<file path="src/rtl/gpio_debounce_pkg.sv">
// gpio_debounce_pkg: register map, reset period and status layout for the GPIO input debouncer
package gpio_debounce_pkg;
   localparam logic ADDR_LIMIT = 1'b0;
   localparam logic ADDR_STATUS = 1'b1;
   localparam logic [19:0] DEFAULT_LIMIT = 20'd100000;
   localparam int RISE_LSB = 0;
   localparam int FALL_LSB = 16;
endpackage

</file>
<file path="src/rtl/gpio_debounce_chan.sv">
// gpio_debounce_chan: two-flop synchroniser plus saturating debounce counter for one pin
module gpio_debounce_chan #(
   parameter int CW = 20
) (
   input  logic          i_clk,
   input  logic          i_reset,
   input  logic          i_pin,
   input  logic [CW-1:0] i_limit,
   output logic          o_level,
   output logic          o_rise,
   output logic          o_fall
);
   logic s1, s2, commit;
   logic [CW-1:0] cnt;
   assign commit = (s2 != o_level) && (cnt >= i_limit);
   assign o_rise = commit & s2;
   assign o_fall = commit & ~s2;
   always_ff @(posedge i_clk)
      if (i_reset) begin
         s1 <= 1'b0;
         s2 <= 1'b0;
         cnt <= '0;
         o_level <= 1'b0;
      end else begin
         s1 <= i_pin;
         s2 <= s1;
         if (s2 == o_level || commit) cnt <= '0;
         else if (cnt != '1) cnt <= cnt + 1'b1;
         if (commit) o_level <= s2;
      end
endmodule

</file>
<file path="src/rtl/gpio_debounce.sv">
// gpio_debounce: per-pin debouncer feeding the GPIO controller, with a 2-word Wishbone slave.
// Define GPIO_DEBOUNCE_EDGE_CAPTURE_EN for sticky rise/fall status (W1C) and a level interrupt.
module gpio_debounce
   import gpio_debounce_pkg::*;
#(
   parameter int NIN = 16,
   parameter int CW = 20,
   parameter logic [CW-1:0] DEFAULT_LIMIT = gpio_debounce_pkg::DEFAULT_LIMIT
) (
   input  logic           i_clk,
   input  logic           i_reset,
   input  logic           i_wb_cyc,
   input  logic           i_wb_stb,
   input  logic           i_wb_we,
   input  logic           i_wb_addr,
   input  logic [31:0]    i_wb_data,
   output logic           o_wb_ack,
   output logic           o_wb_stall,
   output logic [31:0]    o_wb_data,
   input  logic [NIN-1:0] i_pin,
   output logic [NIN-1:0] o_gpio,
   output logic           o_int
);
   logic [CW-1:0] limit;
   logic [NIN-1:0] rise_p, fall_p;
   logic [31:0] status;
   logic wr_limit;
   logic unused;
   assign unused = &{1'b0, i_wb_data};
   assign o_wb_stall = 1'b0;
   assign wr_limit = i_wb_cyc & i_wb_stb & i_wb_we & (i_wb_addr == ADDR_LIMIT);
   for (genvar i = 0; i < NIN; i++) begin : g_chan
      gpio_debounce_chan #(.CW(CW)) u_chan (
         .i_clk  (i_clk),
         .i_reset(i_reset),
         .i_pin  (i_pin[i]),
         .i_limit(limit),
         .o_level(o_gpio[i]),
         .o_rise (rise_p[i]),
         .o_fall (fall_p[i])
      );
   end
`ifdef GPIO_DEBOUNCE_EDGE_CAPTURE_EN
   logic [NIN-1:0] rise, fall, rise_nxt, fall_nxt, clr_rise, clr_fall;
   logic wr_status;
   // a commit landing with a W1C write on the same bit keeps the bit set
   always_comb begin
      wr_status = i_wb_cyc & i_wb_stb & i_wb_we & (i_wb_addr == ADDR_STATUS);
      clr_rise = wr_status ? i_wb_data[RISE_LSB +: NIN] : '0;
      clr_fall = wr_status ? i_wb_data[FALL_LSB +: NIN] : '0;
      rise_nxt = (rise & ~clr_rise) | rise_p;
      fall_nxt = (fall & ~clr_fall) | fall_p;
   end
   assign status = (32'(fall) << FALL_LSB) | (32'(rise) << RISE_LSB);
   always_ff @(posedge i_clk)
      if (i_reset) begin
         rise <= '0;
         fall <= '0;
         o_int <= 1'b0;
      end else begin
         rise <= rise_nxt;
         fall <= fall_nxt;
         o_int <= |{rise_nxt, fall_nxt};
      end
`else
   assign status = 32'(o_gpio);
   always_ff @(posedge i_clk)
      if (i_reset) o_int <= 1'b0;
      else o_int <= |{rise_p, fall_p};
`endif
   always_ff @(posedge i_clk)
      if (i_reset) begin
         limit <= DEFAULT_LIMIT;
         o_wb_ack <= 1'b0;
         o_wb_data <= '0;
      end else begin
         o_wb_ack <= i_wb_stb;
         o_wb_data <= (i_wb_addr == ADDR_STATUS) ? status : 32'(limit);
         if (wr_limit) limit <= i_wb_data[CW-1:0];
      end
endmodule
</file>
<file path="config.mk">
export PLATFORM = sky130hd
export DESIGN_NAME = gpio_debounce
export DESIGN_NICKNAME = d
export VERILOG_FILES = /design/src/rtl/gpio_debounce_pkg.sv /design/src/rtl/gpio_debounce_chan.sv /design/src/rtl/gpio_debounce.sv
export SDC_FILE = /design/constraint.sdc
export NUM_CORES = 1
export LEC_CHECK = 0
export CORE_UTILIZATION = 40
export DETAILED_ROUTE_END_ITERATION = 7
export SETUP_SLACK_MARGIN = 0.3
export SLEW_MARGIN = 20
export SYNTH_ARGS = -nofsm -noshare
export SYNTH_HDL_FRONTEND = slang
export SYNTH_SLANG_ARGS = --single-unit
export TNS_END_PERCENT = 100
</file>
<file path="constraint.sdc">
create_clock -name i_clk -period 4.2 [get_ports i_clk]
set_clock_uncertainty 0.2 [all_clocks]
set_input_delay 0.84 -clock i_clk [delete_from_list [all_inputs] [get_ports i_clk]]
set_output_delay 0.84 -clock i_clk [all_outputs]
set_load 0.005 [all_outputs]
</file>
==> run_results.csv <==
group,metric,value,unit
status,status,"finished, final reports clean",
pwr,ir_drop,279,uV
synth,yosys.area.top_type,"dfxtp_1",
hold_path,min_path_type,"flip-flop to flip-flop",
placed_design,dp_hpwl,48300,um
pwr,p_clk_share,50.2,%
route,wl,67400,um
final_layout,layout.nets,3359,
run,cap_violations,0,
clock_tree,cts.htree.levels,2,
grt,grt_usage,21.3,%
pwr,p_comb_share,4.0,%
synth,synth_cells,2875,
timing,slew_violations,0,
synth,yosysTopAreaCellShare,33.4,%
clock_tree,clk_pin_slew,0.06,ns
final_layout,syn2layout_area_growth,13.5,%
synth,synth_simple_gate_area_share,26.0,%
pwr,p_sw,1940,uW
pwr,p_sw_share,22.7,%
pwr,p_int,6630,uW
clock_tree,cts_buffer_depth,3,
floorplanning,die_w,250,um
route,drc,0,
timing,tightest_slew,1.12,ns
floorplanning,start_util,40.6,%
route,ant_nets,0,
final_layout,insertedDiodeCount,0,
synth,async_reset_ff_share,0,%
route,drt-pass1-iter-count,5,
setup_path,arrival,4.06,ns
synth,synth_edf_count,0,
setup_path,worst-path-max-fanout,20,
synth,synthAdderAreaFrac,17.1,%
timing,post-route-min-period,3.77,ns
clock_tree,cts_root_buf,"clkbuf_16",
clock_tree,holdBufCountCts,0,
route,drt_iter0_markers,1240,
synth,synth-compound-area-share,9.03,%
pwr,leakage,0.0105,uW
grt,overflow,0,
clock_tree,cts_buffers,48,
setup_path,start_kind,"flip-flop",
clock_tree,cts_tree,"yes",
route,vias,21100,
timing,fmax,265,MHz
setup_path,end_kind,"flip-flop",
clock_tree,clkSinkCount,410,
floorplanning,dieArea,0.0624,mm2
synth,yosys_warnings,0,
grt,grt_pass1_vias,20300,
route,wire_per_inst,17.8,um
pwr,seqPwrFrac,45.9,%
synth,synth_xor_area_share,9.27,%
final_layout,layout-drive-gt1-share,4.73,%
setup_path,r2r_cells,10,
placed_design,gp_congestion,0.847,
timing,fin_hold_ws,0.232,ns
grt,grt_max_degree,50,
synth,synth_area_leaders,"dfxtp_1 33%, ha_1 17%, nor2_1 6.6%, xor2_1 5.1%, xnor2_1 4.2%",
placed_design,place_inst,3699,
synth,synth_area_per_cell,8.55,um2
pwr,power.density,307,mW/mm2
final_layout,layout.cells.non_filler,3784,
floorplanning,core_area,0.0605,mm2
synth,syn_area,0.0246,mm2
setup_path,crit_type,"flip-flop to flip-flop",
grt,grt_pass1_wl,107000,um
synth,ys.flop_type,"dfxtp_1",
synth,ys_seq_area_share,33.4,%
timing,slew_headroom,24.3,%
grt,grt_antenna_before_repair,0,
timing,rsz0062_at_grt,"false",
floorplanning,io_pins,105,
timing,setup-violations-final,0,
synth,ys_types,70,
route,via_per_inst,5.58,
setup_path,required,4.49,ns
floorplanning,num_rows,90,
synth,synth_top_family_by_area,"simple AND/OR/NAND/NOR gates",
synth,synth.mux.area_fraction,2.32,%
hold_path,holdPathStages,1,
clock_tree,clk_latency,0.59,ns
timing,final_hold_viol_count,0,
timing,tns,0,ns
synth,ys_ff_latch,410,
floorplanning,chipHeight,250,um
placed_design,port_buffers,79,
timing,timing.final.crit_share,89.8,%
-- metrics by stage --
| stage | power (uW) | setup WS, ns | util (%) | area [um2] |
|---|---|---|---|---|
| global placement | 4350 | 0.485 | 43.4 | 26300 |
| global route | 8860 | 0.304 | 46.1 | 27900 |
| detailed placement | 4360 | 0.454 | 43.4 | 26300 |
| finish | 8580 | 0.428 | 46.1 | 27900 |
| floorplan | 4200 | 1.14 | - | 24600 |
| CTS | 8680 | 0.412 | 46.1 | 27900 |
-- Yosys cell counts (8+ instances only) --
library cell    n
dfxtp_1       410
o21ai_0        54
nand2_1       245
and2_1          9
and4_1         40
nor3_1        100
or3_1          20
nand2b_1       16
buf_4          29
nand4_1       117
a31oi_1        12
a21oi_1       147
xnor2_1       118
a221oi_1        9
o21ai_1        24
ha_1          336
a21o_1         18
nor2b_1        50
nor3b_1        14
a211oi_1       23
nand3_1       145
xor2_1        142
mux2i_1        57
a211o_1        10
or4_1           8
inv_1          61
nor2_1        429
and3_1         45
clkbuf_1       53
nor4_1         24
-- what timing repair did --
| action | in CTS | in global routing |
|---|---|---|
| resized for setup | 0 | 1 |
| endpoints found under the hold margin | 0 | 0 |
| buffers inserted | 0 | 2 |
| endpoints found under the setup margin | 0 | 3 |
-- critical path: stages, from the launching register on --
cell	delay (ns)
dfxtp_1	0.32
inv_1	0.53
buf_4	0.37
ha_1	0.28
nor2_1	0.13
nor2_1	0.07
a211oi_1	0.33
o21bai_1	0.13
a211o_1	0.34
or3b_1	0.67
a211oi_1	0.29
-- cell usage in the layout, fill, tap and decap left out, types with 48 or more instances in the layout --
cell type        count
mux2i_1             57
xnor2_1            118
clkdlybuf4s50_1     77
nor2_1             429
nand3_1            145
xor2_1             142
nor3_1             100
o21ai_0             54
nand2_1            245
nand4_1            117
inv_1               60
nor2b_1             50
a21oi_1            147
dfxtp_1            410
ha_1               336
clkbuf_16           48
-- per-layer routing --
layer / global-route usage (%) / up-vias / wire [um]
li1: - / 10400 / -
met1: 28.5 / 10100 / 31600
met2: 34.9 / 494 / 30300
met3: 2.94 / 115 / 3480
met4: 7.27 / 0 / 2110
met5: 0 / - / 0
-- worst paths after layout --
kind	startpoint	end	slack (ns)
worst max-delay path	limit[3]	g_chan[0].u_chan.cnt[19]	0.43
worst min-delay path	g_chan[6].u_chan.s1	g_chan[6].u_chan.s2	0.23
worst max register to register	limit[3]	g_chan[0].u_chan.cnt[19]	0.43
worst min register to register	g_chan[6].u_chan.s1	g_chan[6].u_chan.s2	0.23
-- area by class of cell --
cell class                 count  area (um2)
fill                        5772       32600
inverter                      63         240
sequential                   410        8210
multi-input combinational   2322       15700
timing repair buffer         124        1170
tap                          782         978
clock buffer                  63        1330
clock inverter                20         265
-- flip-flops by register name (all words and copies together) (netlist names) --
name and flops:
o_int 1, o_wb_data 20, limit 20, g_chan.u_chan.o_level 16
g_chan.u_chan.s1 16, g_chan.u_chan.cnt 320, g_chan.u_chan.s2 16, o_wb_ack 1
-- kinds of logic after synthesis --
logic type	count (synthesis)
adder cells (fa/ha/maj)	336
XOR/XNOR	260
flip-flops	410
other	1
AND/OR/NAND/NOR	1302
multiplexers	57
buffers and inverters	155
AO/OA/AOI/OAI	354
-- power groups by stage --
stage	Sequential, uW	Clock [uW]	Combinational, uW
after floorplan	4020	0	189
after global placement	4020	0	326
after detailed placement	4020	0	336
after CTS	3930	4410	338
after global routing	3940	4560	371
final	3940	4300	339
(Power assumes the default switching activity.)
